[src/rtl/reg_file.sv]
// rtl/reg_file.sv - register bank with one write port and two registered read ports
// Write-first bypass on both read ports; optional hardwired-zero entry 0.
module reg_file #(
  parameter int WIDTH   = 16,
  parameter int DEPTH   = 8,
  parameter int AW      = 3,
  parameter bit ZERO_R0 = 1'b0
) (
  input  logic             clk,
  input  logic             rst,
  input  logic             we,
  input  logic [AW-1:0]    waddr,
  input  logic [WIDTH-1:0] wdata,
  input  logic [AW-1:0]    raddr_a,
  input  logic [AW-1:0]    raddr_b,
  output logic [WIDTH-1:0] rdata_a,
  output logic [WIDTH-1:0] rdata_b
);

  logic [WIDTH-1:0] entry [DEPTH];
  logic [DEPTH-1:0] load;
  logic [WIDTH-1:0] next_a;
  logic [WIDTH-1:0] next_b;

  // Per-entry load enable; entry 0 never loads when it is hardwired to zero.
  always_comb begin
    load = '0;
    for (int i = 0; i < DEPTH; i++) begin
      load[i] = we && (waddr == AW'(i)) && !(ZERO_R0 && (i == 0));
    end
  end

  genvar g;
  generate
    for (g = 0; g < DEPTH; g++) begin : g_entry
      always_ff @(posedge clk) begin
        if (rst) begin
          entry[g] <= '0;
        end else if (load[g]) begin
          entry[g] <= wdata;
        end
      end
    end
  endgenerate

  always_comb begin
    next_a = (we && (waddr == raddr_a)) ? wdata : entry[raddr_a];
    next_b = (we && (waddr == raddr_b)) ? wdata : entry[raddr_b];
    if (ZERO_R0 && (raddr_a == '0)) next_a = '0;
    if (ZERO_R0 && (raddr_b == '0)) next_b = '0;
  end

  always_ff @(posedge clk) begin
    if (rst) begin
      rdata_a <= '0;
      rdata_b <= '0;
    end else begin
      rdata_a <= next_a;
      rdata_b <= next_b;
    end
  end

endmodule
[config.mk]
export PLATFORM = sky130hd
export DESIGN_NAME = reg_file
export DESIGN_NICKNAME = d
export VERILOG_FILES = /design/src/rtl/reg_file.sv
export SDC_FILE = /design/constraint.sdc
export NUM_CORES = 1
export LEC_CHECK = 0
export CAP_MARGIN = 5
export CORE_MARGIN = 8
export CORE_UTILIZATION = 49
export DETAILED_ROUTE_END_ITERATION = 16
export PLACE_DENSITY = 0.67
export SLEW_MARGIN = 15
export SYNTH_ARGS = -nofsm -noshare
export SYNTH_HDL_FRONTEND = slang
export SYNTH_SLANG_ARGS = --single-unit
[constraint.sdc]
create_clock -name clk -period 2.7 [get_ports clk]
set_input_delay 0.27 -clock clk [delete_from_list [all_inputs] [get_ports clk]]
set_output_delay 0.27 -clock clk [all_outputs]
set_load 0.02 [all_outputs]
==> results.ini, run 1 <==
[critical_path]
endpoint=rdata_a[2]$_SDFF_PP0_
reg2reg_from=entry[5][0]$_SDFFCE_PN0P_
critPathSlowestCell=or2_1
worst_ep_required_time_ns=2.99
arrival_ns=2.29
worstSetupPathType=primary input to flip-flop
r2r_end=rdata_a[0]$_SDFF_PP0_
path_cells=clkdlybuf4s50_1 -> buf_12 -> or2_1 -> o22ai_1 -> a211oi_1 -> nor3_1
cp-start-kind=primary input
startpoint=raddr_a[1]
cp-end-kind=flip-flop
cpPeakStageDelay_ns=0.63
rrSetupSlack_ns=1.17
r2r_cells=3
crit_fanout=20

[job]
maxCapViolCount=0

[clocking]
cts.sinks=160
cts_tree=done
clockBufferDepth=2
root_buffer=clkbuf_16
cts_resized=0
htreeDepth=4
post-cts-setup-buffer-count=0
insertion_delay_ns=0.42
cts_buffers=17
path_clk_slew_ns=0.06
hold_buffers=0

[power]
vdd_ir_drop_max_mv=0.542
p_sw_share_pct=24.8
p_switching_w=0.00150
powerDensity_nw_per_um2=644
leakagePower_nw=3.40
pwr-share-clk_pct=37.8
seqPwrFrac_pct=48.4
p_int_w=0.00455
combPwrFrac_pct=13.8

[sta]
report.final.slew_viol_count=0
finalHoldViolations=0
finalSetupViolations=0
max_freq_ghz=0.500
rsz0062_at_grt=no
fin_skew_ns=0.00917
relSlewSlack_pct=37.4
fin_crit_sh_pct=74.1
worst_slew_pin_slew_ns=0.936
tns_ns=0
min_period_ns=2.00

[detailed_routing]
first_pass_iters=5
drcViolationCount=0
wl_per_cell_um=23.5
vias=5253
first_iter_violations=558
via_per_inst=5.96
wl_mm=20.7
ant_nets=0

[outcome]
outcome=complete, no violations

[place]
port_buffers=59
place.gp.congestion=0.858
dp_hpwl_mm=13.7
placed_cells=850

[cells_and_area]
syn2layout_area_growth_pct=16.6
antenna_cells=0
instances_no_fill=882
drive_above_1_share_pct=15.6
num-nets-final=677

[floorplanning]
initial_core_util_pct=49.3
dieWidth_um=144
boundaryPins=60
die-area_sq_um=20800
num_rows=47
chipHeight_um=144
core_area_sq_um=16300

[grt]
antenna_found_initial=0
grt_max_degree=40
overflow=0
grt_usage_pct=20.6
grt_pass1_vias=5401
grt_pass1_wl_mm=31.3

[synth]
ys_seq_area_share_pct=55.6
yosys_warnings=0
ys_types=33
ys_ff_latch=160
avgSynthCellArea_sq_um=13.6
synth.net_count=620
synth_area_sq_um=8060
synthCells=592

[min_path]
holdPathStages=3
hold_class=primary input to flip-flop

[flip-flops by register name (all words and copies together), names as in the netlist]
name	cells
rdata_b	16
entry	128
rdata_a	16
[layout make-up]
cell class | instances | area [sq um]
Clock inverter | 10 | 86.3
Fill cell | 1358 | 6950
Sequential cell | 160 | 4480
Clock buffer | 22 | 474
Timing Repair Buffer | 83 | 786
Tap cell | 220 | 275
Multi-Input combinational cell | 387 | 3300
[critical path: cells and delay by family]
family / cells / cell delay [ns]
compound gates: 2 / 0.58
buf+inv: 2 / 0.72
simple gates: 2 / 0.72
[cells in the final DEF (no fill, tap or decap), types with 2 or more instances in the layout]
cell type / netlist / layout
nand4_1: 2 / 2
clkbuf_1: 12 / 2
nor2_4: 3 / 3
dfxtp_1: 32 / 32
buf_12: 2 / 2
clkinv_2: 0 / 2
mux4_1: 10 / 10
edfxtp_1: 128 / 128
xnor2_1: 6 / 6
buf_2: 16 / 2
clkbuf_16: 0 / 17
and4_1: 2 / 2
a211oi_1: 24 / 24
a211oi_2: 8 / 8
o22ai_1: 30 / 30
nand2b_1: 5 / 5
clkinvlp_4: 0 / 4
nor2_1: 34 / 34
clkinv_1: 0 / 2
nand2_1: 2 / 2
nor3_2: 8 / 8
nor2_2: 2 / 2
clkbuf_8: 0 / 3
clkdlybuf4s50_1: 0 / 57
or2_1: 2 / 2
o21bai_1: 6 / 6
mux2i_1: 62 / 62
nor3_1: 23 / 23
and2_1: 128 / 128
buf_4: 9 / 22
mux4_2: 24 / 24
[metal layers]
metal  part of all wire, %  wire, um  GRT usage (%)  up-vias
li1                      -         -              -     2345
met1                    43      8960           27.9     2680
met2                    48      9960           32.4      199
met3                   6.7      1380           4.03       29
met4                   1.9       397           7.83        0
met5                     0         0              0        -
[power by group through the flow]
stage	combinational, W	clock, W	sequential (W)
6_report	0.000835	0.00229	0.00293
5_1_grt	0.000881	0.00241	0.00295
4_1_cts	0.000833	0.00231	0.00293
3_5_place_dp	0.000831	0	0.00298
3_3_place_gp	0.000823	0	0.00297
2_1_floorplan	0.000453	0	0.00301
[stage by stage]
stage	hold slack [ns]	total power (W)	util, %	setup slack [ns]	instance area, sq um
after floorplan	0.421	0.00346	-	0.827	8060
after global placement	0.792	0.00379	54.1	0.328	8840
after detailed placement	0.806	0.00381	54.1	0.307	8840
after CTS	0.683	0.00608	57.5	0.750	9400
after global routing	0.722	0.00624	57.5	0.625	9400
final	0.690	0.00605	57.5	0.699	9400
[cell usage after synthesis (all sizes together)]
cell type	count	area (sq um)
o22ai	30	188
a31o	1	8.76
and4	2	17.5
nand4	2	12.5
nand2	2	7.51
edfxtp	128	3840
or2	3	21.3
nor3	32	211
nand2b	6	40.0
xnor2	6	52.6
and2	128	801
nor2	39	174
a21o	1	7.51
buf	30	221
a211oi	32	280
dfxtp	32	641
mux2i	62	621
mux4	34	803
nor2b	1	6.26
clkbuf	15	60.1
o21bai	6	45.0
[worst min path at each step]
stage                          startpoint                     end
2_1_floorplan                   wdata[10]  rdata_a[10]$_SDFF_PP0_
3_3_place_gp   entry[7][10]$_SDFFCE_PN0P_  rdata_b[10]$_SDFF_PP0_
3_5_place_dp   entry[0][15]$_SDFFCE_PN0P_  rdata_a[15]$_SDFF_PP0_
4_1_cts                          wdata[4]   rdata_b[4]$_SDFF_PP0_
5_1_grt                        raddr_a[2]  rdata_a[10]$_SDFF_PP0_
6_report                        wdata[13]  rdata_b[13]$_SDFF_PP0_
[kinds of logic (layout without fill, tap and decap cells)]
logic type / after synthesis / in the layout / synth area share (%)
flops: 160 / 160 / 55.6
simple gates: 215 / 215 / 16.0
xor+xnor: 6 / 6 / 0.652
buf+inv: 45 / 115 / 3.49
compound gates: 70 / 70 / 6.56
mux: 96 / 96 / 17.7
Note: power is estimated with default switching activity, not from simulation.
==> run 2: changes to the inputs <==
- PLACE_DENSITY: 0.67 -> 0.69
- clock period: 2.7 -> 1.8 ns (I/O delays scaled with it)
==> run 2 against run 1 <==
Effect of this change:
- design area grew 5.9%
- worst hold slack lost 0.23 ns
- total power grew 56%
- clock-buffer cell count shrank 5
- final cell count grew 3.4%
- largest power group unchanged
- highest routed layer unchanged
==> results.ini, run 2 (same netlist as run 1, synthesis figures left out) <==
[sta]
worst_slew_pin_slew_ns=0.739  ; was 0.936 ns
min_period_ns=1.69
rsz0062_at_grt=no  ; unchanged
finalSetupViolations=0  ; unchanged
finalHoldViolations=0  ; unchanged
max_freq_ghz=0.590
fin_crit_sh_pct=94.2
worst_slack_ns=0.105  ; was 0.699 ns
relSlewSlack_pct=50.7  ; was 37.4%
fin_skew_ns=0.00864  ; was 0.00917 ns
finalHoldWorstSlack_ns=0.460  ; was 0.690 ns
report.final.slew_viol_count=0  ; unchanged

[clocking]
clockBufferDepth=2  ; unchanged
post-cts-setup-buffer-count=0  ; unchanged
path_clk_slew_ns=0.06  ; about the same
cts.sinks=160  ; unchanged
cts_resized=0  ; unchanged
cts_buffers=17  ; unchanged
insertion_delay_ns=0.43  ; was 0.42 ns
hold_buffers=0  ; unchanged
root_buffer=clkbuf_16  ; unchanged
cts_tree=done  ; unchanged
htreeDepth=4  ; unchanged

[job]
maxCapViolCount=0  ; unchanged

[detailed_routing]
first_pass_iters=5  ; unchanged
ant_nets=0  ; unchanged
wl_per_cell_um=23.8  ; was 23.5 um
wl_mm=21.7  ; was 20.7 mm
drcViolationCount=0  ; unchanged
first_iter_violations=533  ; was 558
vias=5398  ; was 5,253
via_per_inst=5.92  ; was 5.96

[place]
dp_hpwl_mm=14.8  ; was 13.7 mm
placed_cells=880  ; was 850
port_buffers=59  ; unchanged
place_ws_ns=-0.288  ; was 0.307 ns
place.gp.congestion=0.883  ; was 0.858

[cells_and_area]
num-nets-final=707  ; was 677
largest_reg_flops=128  ; unchanged
mostFrequentLayoutCells=and2_1, edfxtp_1, mux2i_1  ; unchanged
instances_no_fill=912  ; was 882
reg_top3=entry x128, rdata_a x16, rdata_b x16  ; unchanged
fillers=1316  ; was 1,358
final_core_util_pct=60.9  ; was 57.5%
antenna_cells=0  ; unchanged
syn2layout_area_growth_pct=23.6  ; was 16.6%
top_register=entry  ; unchanged
drive_above_1_share_pct=19.4  ; was 15.6%

[critical_path]
arrival_ns=1.99  ; was 2.29 ns
cp-end-kind=flip-flop  ; unchanged
worstSetupPathType=primary input to flip-flop  ; unchanged
crit_fanout=20  ; unchanged
worst_ep_required_time_ns=2.10  ; was 2.99 ns
cp-start-kind=primary input  ; unchanged

[min_path]
hold_class=primary input to flip-flop  ; unchanged

[grt]
overflow=0  ; unchanged
grt_util_met2_pct=35.7  ; was 32.4%
met3_usage_pct=3.14  ; was 4.03%
grt_pass1_vias=5650  ; was 5,401
use_met1_pct=28.0  ; was 27.9%
grt_max_degree=33  ; was 40
grt_usage_pct=21.8  ; was 20.6%
antenna_found_initial=0  ; unchanged
grt_pass1_wl_mm=33.0  ; was 31.3 mm
grt.busiest_layer=met2  ; unchanged

[floorplanning]
dieWidth_um=144  ; unchanged
core_area_sq_um=16300  ; unchanged
die-area_sq_um=20800  ; unchanged
boundaryPins=60  ; unchanged
chipHeight_um=144  ; unchanged
initial_core_util_pct=49.3  ; unchanged
num_rows=47  ; unchanged

[power]
combPwrFrac_pct=14.6  ; was 13.8%
p_int_w=0.00709  ; was 0.00455 W
vdd_ir_drop_max_mv=0.767  ; was 0.542 mV
total_power_w=0.00943  ; was 0.00605 W
pwr-share-clk_pct=38.7  ; was 37.8%
p_switching_w=0.00233  ; was 0.00150 W
seqPwrFrac_pct=46.8  ; was 48.4%
p_sw_share_pct=24.8  ; about the same
leakagePower_nw=3.65  ; was 3.40 nW
powerDensity_nw_per_um2=946  ; was 644 nW/um^2

[outcome]
outcome=complete, no violations  ; unchanged

## run 2: cell types whose count changed in the layout (fill, tap and decap cells not counted), moves of 2 or more
cell | before | now
bufinv_16 | 1 | 3
clkbuf_8 | 3 | 0
buf_12 | 2 | 26
clkinvlp_4 | 4 | 6
clkbuf_1 | 2 | 0
buf_4 | 22 | 28
## run 2: layout make-up
cell class	instances	area, sq um	area share, %
Multi-Input combinational cell	387	3300	33.1
Timing Repair Buffer	113	1310	13.2
Clock inverter	15	169	1.70
Clock buffer	17	425	4.27
Tap cell	220	275	2.76
Sequential cell	160	4480	45.0
## run 2: path summary, 6_finish.rpt
path	start	endpoint	slack [ns]	cells past startpoint
hold / removal	raddr_a[2]	rdata_a[15]$_SDFF_PP0_	0.46	4
setup reg to reg	entry[3][0]$_SDFFCE_PN0P_	rdata_a[0]$_SDFF_PP0_	0.26	3
hold reg to reg	entry[7][3]$_SDFFCE_PN0P_	rdata_b[3]$_SDFF_PP0_	0.82	3
setup / recovery	raddr_a[1]	rdata_a[0]$_SDFF_PP0_	0.11	5
## run 2: power groups by stage
stage	Sequential (W)	Combinational, W	Clock, W
floorplan	0.00452	0.000680	0
global placement	0.00445	0.00134	0
detailed placement	0.00448	0.00136	0
CTS	0.00441	0.00137	0.00366
global route	0.00443	0.00144	0.00380
finish	0.00441	0.00137	0.00365
## run 2: critical path: stages
cell and delay [ns]:
clkdlybuf4s50_1 0.51, buf_12 0.20, mux4_1 0.62, a211oi_1 0.38
nor3_1 0.09
## run 2: layer usage
| metal | routed length (um) | part of all wire (%) |
|---|---|---|
| met1 | 9140 | 42 |
| met2 | 10800 | 50 |
| met3 | 1260 | 5.8 |
| met4 | 525 | 2.4 |
| met5 | 0 | 0 |
## run 2: per-stage QoR
step	cell area [sq um]	setup TNS [ns]
after floorplan	8060	0
after global placement	9370	-5.84
after detailed placement	9370	-8.39
after CTS	9960	0
after global routing	9960	0
final	9960	0
==> run 3: changes to the inputs <==
- clock period: 1.8 -> 1.4 ns (I/O delays scaled with it)
==> run 3 against run 2 <==
Effect of this change:
- the flow now finishes with violations (negative setup slack)
- die area is the same
- worst hold slack got worse by 0.051 ns
- first-iteration DRC count increased by 19%
- clock skew about the same
- combinational power grew 37%
- register-to-register slack worse by 0.27 ns
- routed wire length rose by 4.2%
- critical endpoint is now rdata_a[4]$_SDFF_PP0_
- highest routed layer is now met5
==> results.ini, run 3 (same netlist as run 1, synthesis figures left out) <==
[critical_path]
cp-start-kind=primary input  ; unchanged
worst_ep_required_time_ns=1.71  ; was 2.10 ns
rrSetupSlack_ns=-0.01  ; was 0.26 ns
cp-end-kind=flip-flop  ; unchanged
worstSetupPathType=primary input to flip-flop  ; unchanged
arrival_ns=1.74  ; was 1.99 ns
crit_fanout=15  ; was 20

[power]
leakagePower_nw=3.95  ; was 3.65 nW
total_power_w=0.0121  ; was 0.00943 W
p_switching_w=0.00303  ; was 0.00233 W
pwr-share-clk_pct=37.8  ; was 38.7%
vdd_ir_drop_max_mv=0.849  ; was 0.767 mV
powerDensity_nw_per_um2=1180  ; was 946 nW/um^2
p_int_w=0.00909  ; was 0.00709 W
combPwrFrac_pct=15.5  ; was 14.6%
p_sw_share_pct=25.0  ; was 24.8%
seqPwrFrac_pct=46.7  ; was 46.8%

[clocking]
cts_tree=done  ; unchanged
hold_buffers=0  ; unchanged
cts.sinks=160  ; unchanged
root_buffer=clkbuf_16  ; unchanged
path_clk_slew_ns=0.06  ; about the same
htreeDepth=4  ; unchanged
insertion_delay_ns=0.43  ; about the same
cts_buffers=17  ; unchanged
clockBufferDepth=2  ; unchanged

[grt]
antenna_found_initial=1  ; was 0
grt_pass1_vias=5633  ; was 5,650
grt_pass1_wl_mm=33.5  ; was 33.0 mm
grt_max_degree=32  ; was 33
grt_usage_pct=22.4  ; was 21.8%
overflow=0  ; unchanged

[floorplanning]
die-area_sq_um=20800  ; unchanged
core_area_sq_um=16300  ; unchanged
boundaryPins=60  ; unchanged
dieWidth_um=144  ; unchanged
initial_core_util_pct=49.3  ; unchanged
num_rows=47  ; unchanged
chipHeight_um=144  ; unchanged

[sta]
tns_ns=-0.0382  ; was 0 ns
fin_crit_sh_pct=102
rsz0062_at_grt=yes  ; was no
min_period_ns=1.43
fin_skew_ns=0.00849  ; was 0.00864 ns
worst_slack_ns=-0.0303  ; was 0.105 ns
worst_slew_pin_slew_ns=0.469  ; was 0.739 ns
finalHoldWorstSlack_ns=0.410  ; was 0.460 ns
finalHoldViolations=0  ; unchanged
max_freq_ghz=0.699
finalSetupViolations=2  ; was 0
relSlewSlack_pct=68.6  ; was 50.7%
report.final.slew_viol_count=0  ; unchanged

[job]
maxCapViolCount=0  ; unchanged

[cells_and_area]
num-nets-final=721  ; was 707
top_register=entry  ; unchanged
drive_above_1_share_pct=27.6  ; was 19.4%
mostFrequentLayoutCells=and2_1, edfxtp_1, mux2i_1  ; unchanged
largest_reg_flops=128  ; unchanged
multiInputGateArea_sq_um=3430  ; was 3300 sq um
antenna_cells=0  ; unchanged
fillers=1237  ; was 1,316
reg_top3=entry x128, rdata_a x16, rdata_b x16  ; unchanged
syn2layout_area_growth_pct=27.5  ; was 23.6%
ff_latch_area_sq_um=4480  ; unchanged

[detailed_routing]
drcViolationCount=0  ; unchanged
first_iter_violations=635  ; was 533
wl_per_cell_um=24.4  ; was 23.8 um
via_per_inst=5.98  ; was 5.92
ant_nets=0  ; unchanged
first_pass_iters=5  ; unchanged
vias=5536  ; was 5,398
wl_mm=22.6  ; was 21.7 mm

[outcome]
outcome=finished, violations left  ; was complete, no violations
violations=negative setup slack

[place]
dp_hpwl_mm=15.0  ; was 14.8 mm
port_buffers=59  ; unchanged
place.gp.congestion=0.858  ; was 0.883
place_ws_ns=-0.608  ; was -0.288 ns

[min_path]
hold_class=primary input to flip-flop  ; unchanged

-- run 3: timing repair --
| action | CTS | global route |
|---|---|---|
| endpoints found under the setup margin | 96 | 73 |
| pin swaps | 0 | 10 |
| gates cloned | 2 | 1 |
| resized for setup | 54 | 31 |
| buffers inserted | 0 | 2 |
-- run 3: path summary, 6_finish.rpt --
kind / from / endpoint / cells past startpoint
worst min register to register: entry[1][6]$_SDFFCE_PN0P_ / rdata_a[6]$_SDFF_PP0_ / 3
worst min-delay path: raddr_a[0] / rdata_a[6]$_SDFF_PP0_ / 4
worst max register to register: entry[1][8]$_SDFFCE_PN0P_ / rdata_b[8]$_SDFF_PP0_ / 3
worst max-delay path: waddr[2] / rdata_a[4]$_SDFF_PP0_ / 7
-- run 3: cell type report --
cell class | count | area share [%]
repair buffers | 127 | 14.5
multi-input cells | 387 | 33.4
clock inverters | 9 | 0.621
clock buffers | 23 | 5.21
well taps | 220 | 2.68
flip-flops and latches | 160 | 43.6
-- run 3: metal layers --
| metal | share of wire, % | track usage (%) | vias to the layer above |
|---|---|---|---|
| li1 | - | - | 2432 |
| met1 | 40 | 27.4 | 2816 |
| met2 | 50 | 37.7 | 236 |
| met3 | 6.9 | 4.16 | 50 |
| met4 | 3.0 | 10.5 | 2 |
| met5 | 0.057 | 0 | - |
-- run 3: power groups by stage --
stage	combinational (W)	sequential, W	clock [W]
after global routing	0.00197	0.00569	0.00481
after detailed placement	0.00180	0.00575	0
after floorplan	0.000879	0.00581	0
final	0.00188	0.00566	0.00458
after CTS	0.00180	0.00565	0.00459
after global placement	0.00177	0.00572	0
-- run 3: critical path, cell delays in order --
cell,delay (ns)
clkdlybuf4s50_1,0.43
buf_4,0.17
xnor2_1,0.19
and4_1,0.26
buf_12,0.17
a211oi_2,0.05
nor3_1,0.31
-- run 3: metrics by stage --
stage               utilization [%]  area (sq um)  std cells
floorplan                         -          8080        592
global placement               58.1          9500        890
detailed placement             58.1          9500        890
CTS                            62.0         10100        924
global route                   62.9         10300        926
finish                         62.9         10300        926
